--- src/rtl/tpi_hs.sv ---
`default_nettype none
// ============================================================================
// Module   : tpi_hs
// Brief    : Triple port interface with a DAV/ACK handshake engine on port A.
//            Optional handshake timeout is built when TPI_HS_TIMEOUT_EN is defined.
// Revision : 1.0 - initial release
// ============================================================================
module tpi_hs #(
  parameter int WIDTH_A = 8,
  parameter int WIDTH_B = 2,
  parameter int WIDTH_C = 2,
  parameter int TIMEOUT = 1023
) (
  input  logic               clock,
  input  logic               reset,
  input  logic               cs,
  input  logic               we,
  input  logic [2:0]         rs,
  input  logic [7:0]         din,
  output logic [7:0]         dout,
  input  logic [WIDTH_A-1:0] pa_in,
  output logic [WIDTH_A-1:0] pa_out,
  output logic [WIDTH_A-1:0] pa_oe,
  input  logic [WIDTH_B-1:0] pb_in,
  output logic [WIDTH_B-1:0] pb_out,
  output logic [WIDTH_B-1:0] pb_oe,
  input  logic [WIDTH_C-1:0] pc_in,
  output logic [WIDTH_C-1:0] pc_out,
  output logic [WIDTH_C-1:0] pc_oe,
  output logic               dav,
  input  logic               ack,
  output logic               irq
);

  typedef enum logic [1:0] {
    ST_IDLE    = 2'd0,
    ST_WAIT_HI = 2'd1,
    ST_WAIT_LO = 2'd2
  } state_t;

  state_t state_q, state_d;
  logic [WIDTH_A-1:0] pa_q, ddra_q;
  logic [WIDTH_B-1:0] pb_q, ddrb_q;
  logic [WIDTH_C-1:0] pc_q, ddrc_q;
  logic       hs_en_q, irq_en_q, done_q, ovr_q, dav_q, dav_d;
  logic       ack_s1_q, ack_s_q;
  logic [7:0] dout_q;

  logic w_wr, w_rd, w_wr_pa, w_wr_cr, w_rd_sr, w_busy, w_abort;
  logic w_pa_load, w_set_done, w_set_ovr, w_cnt_hit, w_tmo;
  logic [WIDTH_A-1:0] w_pa_view;
  logic [WIDTH_B-1:0] w_pb_view;
  logic [WIDTH_C-1:0] w_pc_view;
  logic [7:0] w_rd_data;

  assign w_wr    = cs & we;
  assign w_rd    = cs & ~we;
  assign w_wr_pa = w_wr && (rs == 3'd0);
  assign w_wr_cr = w_wr && (rs == 3'd6);
  assign w_rd_sr = w_rd && (rs == 3'd7);
  assign w_busy  = (state_q != ST_IDLE);
  assign w_abort = w_busy & w_wr_cr & ~din[0];

  assign w_pa_view = (pa_in & ~ddra_q) | (pa_q & ddra_q);
  assign w_pb_view = (pb_in & ~ddrb_q) | (pb_q & ddrb_q);
  assign w_pc_view = (pc_in & ~ddrc_q) | (pc_q & ddrc_q);

`ifdef TPI_HS_TIMEOUT_EN
  logic [15:0] cnt_q, cnt_d;
  logic        tmo_q;

  assign w_cnt_hit = w_busy && ((cnt_q + 16'd1) == 16'(TIMEOUT));
  assign w_tmo     = tmo_q;

  // Counter restarts on every state change and idles at zero.
  always_comb begin
    cnt_d = '0;
    if (w_busy && (state_d == state_q)) cnt_d = cnt_q + 16'd1;
  end

  always_ff @(posedge clock) begin
    if (reset) begin
      cnt_q <= '0;
      tmo_q <= 1'b0;
    end else begin
      cnt_q <= cnt_d;
      tmo_q <= (tmo_q & ~w_rd_sr) | (w_cnt_hit & ~w_abort);
    end
  end
`else
  assign w_cnt_hit = 1'b0;
  assign w_tmo     = 1'b0;
`endif

  always_comb begin
    state_d    = state_q;
    dav_d      = dav_q;
    w_set_done = 1'b0;
    w_set_ovr  = w_wr_pa & w_busy;
    w_pa_load  = w_wr_pa & ~w_busy;
    case (state_q)
      ST_IDLE: begin
        if (w_wr_pa && hs_en_q) begin
          state_d = ST_WAIT_HI;
          dav_d   = 1'b1;
        end
      end
      ST_WAIT_HI: begin
        if (ack_s_q) begin
          state_d = ST_WAIT_LO;
          dav_d   = 1'b0;
        end
      end
      ST_WAIT_LO: begin
        if (!ack_s_q) begin
          state_d    = ST_IDLE;
          w_set_done = 1'b1;
        end
      end
      default: begin
        state_d = ST_IDLE;
        dav_d   = 1'b0;
      end
    endcase
    // Abort and timeout both end the handshake without reporting completion.
    if (w_abort || w_cnt_hit) begin
      state_d    = ST_IDLE;
      dav_d      = 1'b0;
      w_set_done = 1'b0;
    end
  end

  always_comb begin
    w_rd_data = 8'h00;
    case (rs)
      3'd0: w_rd_data = 8'(w_pa_view);
      3'd1: w_rd_data = 8'(w_pb_view);
      3'd2: w_rd_data = 8'(w_pc_view) << (8 - WIDTH_C);
      3'd3: w_rd_data = 8'(ddra_q);
      3'd4: w_rd_data = 8'(ddrb_q);
      3'd5: w_rd_data = 8'(ddrc_q) << (8 - WIDTH_C);
      3'd6: w_rd_data = {6'b0, irq_en_q, hs_en_q};
      3'd7: w_rd_data = {4'b0, ovr_q, w_tmo, done_q, w_busy};
      default: w_rd_data = 8'h00;
    endcase
  end

  always_ff @(posedge clock) begin
    if (reset) begin
      state_q  <= ST_IDLE;
      dav_q    <= 1'b0;
      ack_s1_q <= 1'b0;
      ack_s_q  <= 1'b0;
      pa_q     <= '0;
      pb_q     <= '0;
      pc_q     <= '0;
      ddra_q   <= '0;
      ddrb_q   <= '0;
      ddrc_q   <= '0;
      hs_en_q  <= 1'b0;
      irq_en_q <= 1'b0;
      done_q   <= 1'b0;
      ovr_q    <= 1'b0;
      dout_q   <= 8'h00;
    end else begin
      ack_s1_q <= ack;
      ack_s_q  <= ack_s1_q;
      state_q  <= state_d;
      dav_q    <= dav_d;
      if (w_pa_load)                  pa_q   <= din[WIDTH_A-1:0];
      if (w_wr && rs == 3'd1)         pb_q   <= din[WIDTH_B-1:0];
      if (w_wr && rs == 3'd2)         pc_q   <= din[7 -: WIDTH_C];
      if (w_wr && rs == 3'd3)         ddra_q <= din[WIDTH_A-1:0];
      if (w_wr && rs == 3'd4)         ddrb_q <= din[WIDTH_B-1:0];
      if (w_wr && rs == 3'd5)         ddrc_q <= din[7 -: WIDTH_C];
      if (w_wr_cr) {irq_en_q, hs_en_q} <= din[1:0];
      // A flag set in the same cycle as an SR read survives the clear.
      done_q <= (done_q & ~w_rd_sr) | w_set_done;
      ovr_q  <= (ovr_q & ~w_rd_sr) | w_set_ovr;
      if (w_rd) dout_q <= w_rd_data;
    end
  end

  assign dout   = dout_q;
  assign pa_out = pa_q;
  assign pa_oe  = ddra_q;
  assign pb_out = pb_q;
  assign pb_oe  = ddrb_q;
  assign pc_out = pc_q;
  assign pc_oe  = ddrc_q;
  assign dav    = dav_q;
  assign irq    = irq_en_q & (done_q | w_tmo);

endmodule
`default_nettype wire

--- config.mk ---
export PLATFORM = sky130hd
export DESIGN_NAME = tpi_hs
export DESIGN_NICKNAME = d
export VERILOG_FILES = /design/src/rtl/tpi_hs.sv
export SDC_FILE = /design/constraint.sdc
export NUM_CORES = 1
export LEC_CHECK = 0
export CORE_MARGIN = 2
export CORE_UTILIZATION = 45
export CTS_CLUSTER_DIAMETER = 30
export CTS_CLUSTER_SIZE = 28
export DETAILED_ROUTE_END_ITERATION = 16
export PLACE_DENSITY = 0.83
export SYNTH_ARGS = -nofsm -noshare
export SYNTH_HDL_FRONTEND = slang
export SYNTH_SLANG_ARGS = --single-unit
--- constraint.sdc ---
create_clock -name clock -period 1.7 [get_ports clock]
set_input_delay 0.17 -clock clock [delete_from_list [all_inputs] [get_ports clock]]
set_output_delay 0.17 -clock clock [all_outputs]
set_load 0.02 [all_outputs]
==> impl_metrics.yaml <==
run_status:
  outcome: "completed"
global_routing:
  grt_max_degree: 20
  gr-total-overflow: 0
  grt_pass1_wl_um: 8960
  antenna_found_initial: 0
  grt_pass1_vias: 1958
  track_usage_pct: 22.8
layout:
  syn_to_final_growth_pct: 47.9
  post-route-util_pct: 70.6
  fillers: 330
  fin_nets: 335
  final_common_cell: "clkdlybuf4s50_1"
  ff_latch_area_um2: 821
  n_antenna_cell: 0
  multiInputGateArea_um2: 1050
  drive_gt1_share_pct: 13.3
  finalInstanceArea_um2: 2890
  final_cell_mix: "61 x clkdlybuf4s50_1, 41 x dfxtp_1, 25 x nor2_1, 25 x buf_4, 22 x a21oi_1"
timing:
  finalCritPeriodShare_pct: 91.6
  holdWs_ns: 0.426
  period_minus_slack_ns: 1.56
  tightest_slew_ns: 0.474
  report.final.slew_viol_count: 0
  clock_skew_ns: 0.00338
  hold_violations: 0
  setup_viol: 0
  slew_headroom_pct: 68.2
  rsz0062_at_grt: "false"
  fmax_mhz: 642
synth:
  yosysSeqAreaShare_pct: 42.1
  synthArstFlopShare_pct: 0
  postSynthAreaPerCell_um2: 8.64
  synth_area_um2: 1950
  synthCells: 226
  synth-seq-cells: 41
  synth_cell_types: 42
  yosys_warnings: 0
  dominantRegCellSynth: "dfxtp_1"
  synth-edff-count: 0
  synth.net_count: 254
pwr:
  peakVddDrop_mv: 0.491
  p_per_area_nw_per_um2: 691
  leakagePower_nw: 1.10
clock_network:
  htreeDepth: 2
  clkTransAtPathRegs_ns: 0.08
  cts_sinks: 41
  root_buffer: "clkbuf_8"
  clk_latency_ns: 0.30
  clk_path_buf_depth: 2
  cts_tree: "built"
  numCtsBuffers: 5
  cts_setup_buffers: 0
detailed_routing:
  avgRoutedWirePerCell_um: 14.9
  drc: 0
  drt-total-wl_um: 5350
  via_per_inst: 5.58
  num_vias: 1999
  drtIter0Drc: 83
  ant_nets: 0
  dr.pass1.iters: 5
setup_path:
  crit_path_max_fanout: 3
  worst_setup_path_start_kind: "register"
  critPathKind: "reg -> out"
  worstPathArrival_ns: 1.39
  worstPathRequired_ns: 1.53
  end_kind: "output pin"
die:
  die_area_um2: 4880
  fp.coreArea_um2: 4090
  io_pins: 62
  row_count: 23
  die_h_um: 69.9
  die_x_um: 69.9
  start_util_pct: 47.8
worst_hold_path:
  hp-class: "in -> reg"
place:
  place_area_um2: 2780
  dpl.hpwl_um: 4070
  gp_congestion: 0.829
  io_buffer_count: 61
run:
  cap_violations: 0
cell usage after synthesis, types with 4 or more instances:
cell	count	area share, %
nand2b_1	4	1.3
mux2i_1	18	9.2
dfxtp_1	41	42
o21ai_0	17	4.4
nor2_1	26	5.0
inv_1	4	0.77
a211oi_1	4	1.5
clkbuf_1	10	1.9
a21oi_1	22	5.6
nand3_1	5	1.3
nand2_1	21	4.0
nor2b_1	6	1.9
path summary, 6_finish.rpt:
path / start / to / slack (ns) / cells after the start
worst min register to register: ack_s1_q / ack_s_q / 0.44 / 1
worst min-delay path: ack / ack_s1_q / 0.43 / 2
worst max-delay path: done_q / irq / 0.14 / 2
worst max register to register: state_q[1] / dav / 0.16 / 5
flip-flops by register name, indices dropped and copies added, names as in the netlist, 2 cells and up:
signal / cells
pa_out: 8
pb_oe: 2
pc_out: 2
pa_oe: 8
pb_out: 2
pc_oe: 2
state_q: 2
dout: 8
where the power goes:
group,switching (mW),internal (mW)
combinational,0.135,0.157
sequential,0.0113,0.974
clock,0.350,0.367
total,0.496,1.50
area by class of cell:
cell class	instances	area share, %
Inverter	4	0.520
Tap cell	50	2.17
Clock inverter	1	0.173
Sequential cell	41	28.4
Timing Repair Buffer	88	29.0
Multi-Input combinational cell	167	36.3
Clock buffer	7	3.34
critical path, stage by stage, from the launching register on:
cell             delay [ns]
dfxtp_1                0.36
and2_1                 0.13
clkdlybuf4s50_1        0.59
logic make-up after synthesis:
group	Yosys count	share of synthesized area, %
and+or+nand+nor	83	22.1
xor gates and xnor gates	1	0.449
buffers and inverters	18	4.36
AOI/OAI and AO/OA	62	20.1
muxes	21	11.0
DFF	41	42.1
layer usage:
layer	up-vias	global-route usage, %	share of wire, %
li1	976	-	-
met5	-	0	0
met2	80	39.2	49
met4	0	8.33	1.4
met3	8	3.90	7.1
met1	935	28.5	43
what timing repair did:
action / CTS / global route
endpoints found under the setup margin: 0 / 1
hold buffers: 0 / 0
resized for setup: 0 / 1
through the flow:
| step | cells | setup slack, ns | total power, mW | setup TNS (ns) |
|---|---|---|---|---|
| after floorplan | 226 | 0.311 | 1.13 | 0 |
| after global placement | 350 | -0.0599 | 1.29 | -0.769 |
| after detailed placement | 350 | -0.112 | 1.30 | -1.53 |
| after CTS | 358 | 0.112 | 2.00 | 0 |
| after global routing | 358 | 0.0607 | 2.07 | 0 |
| final | 358 | 0.144 | 1.99 | 0 |
(Power assumes the default switching activity.)
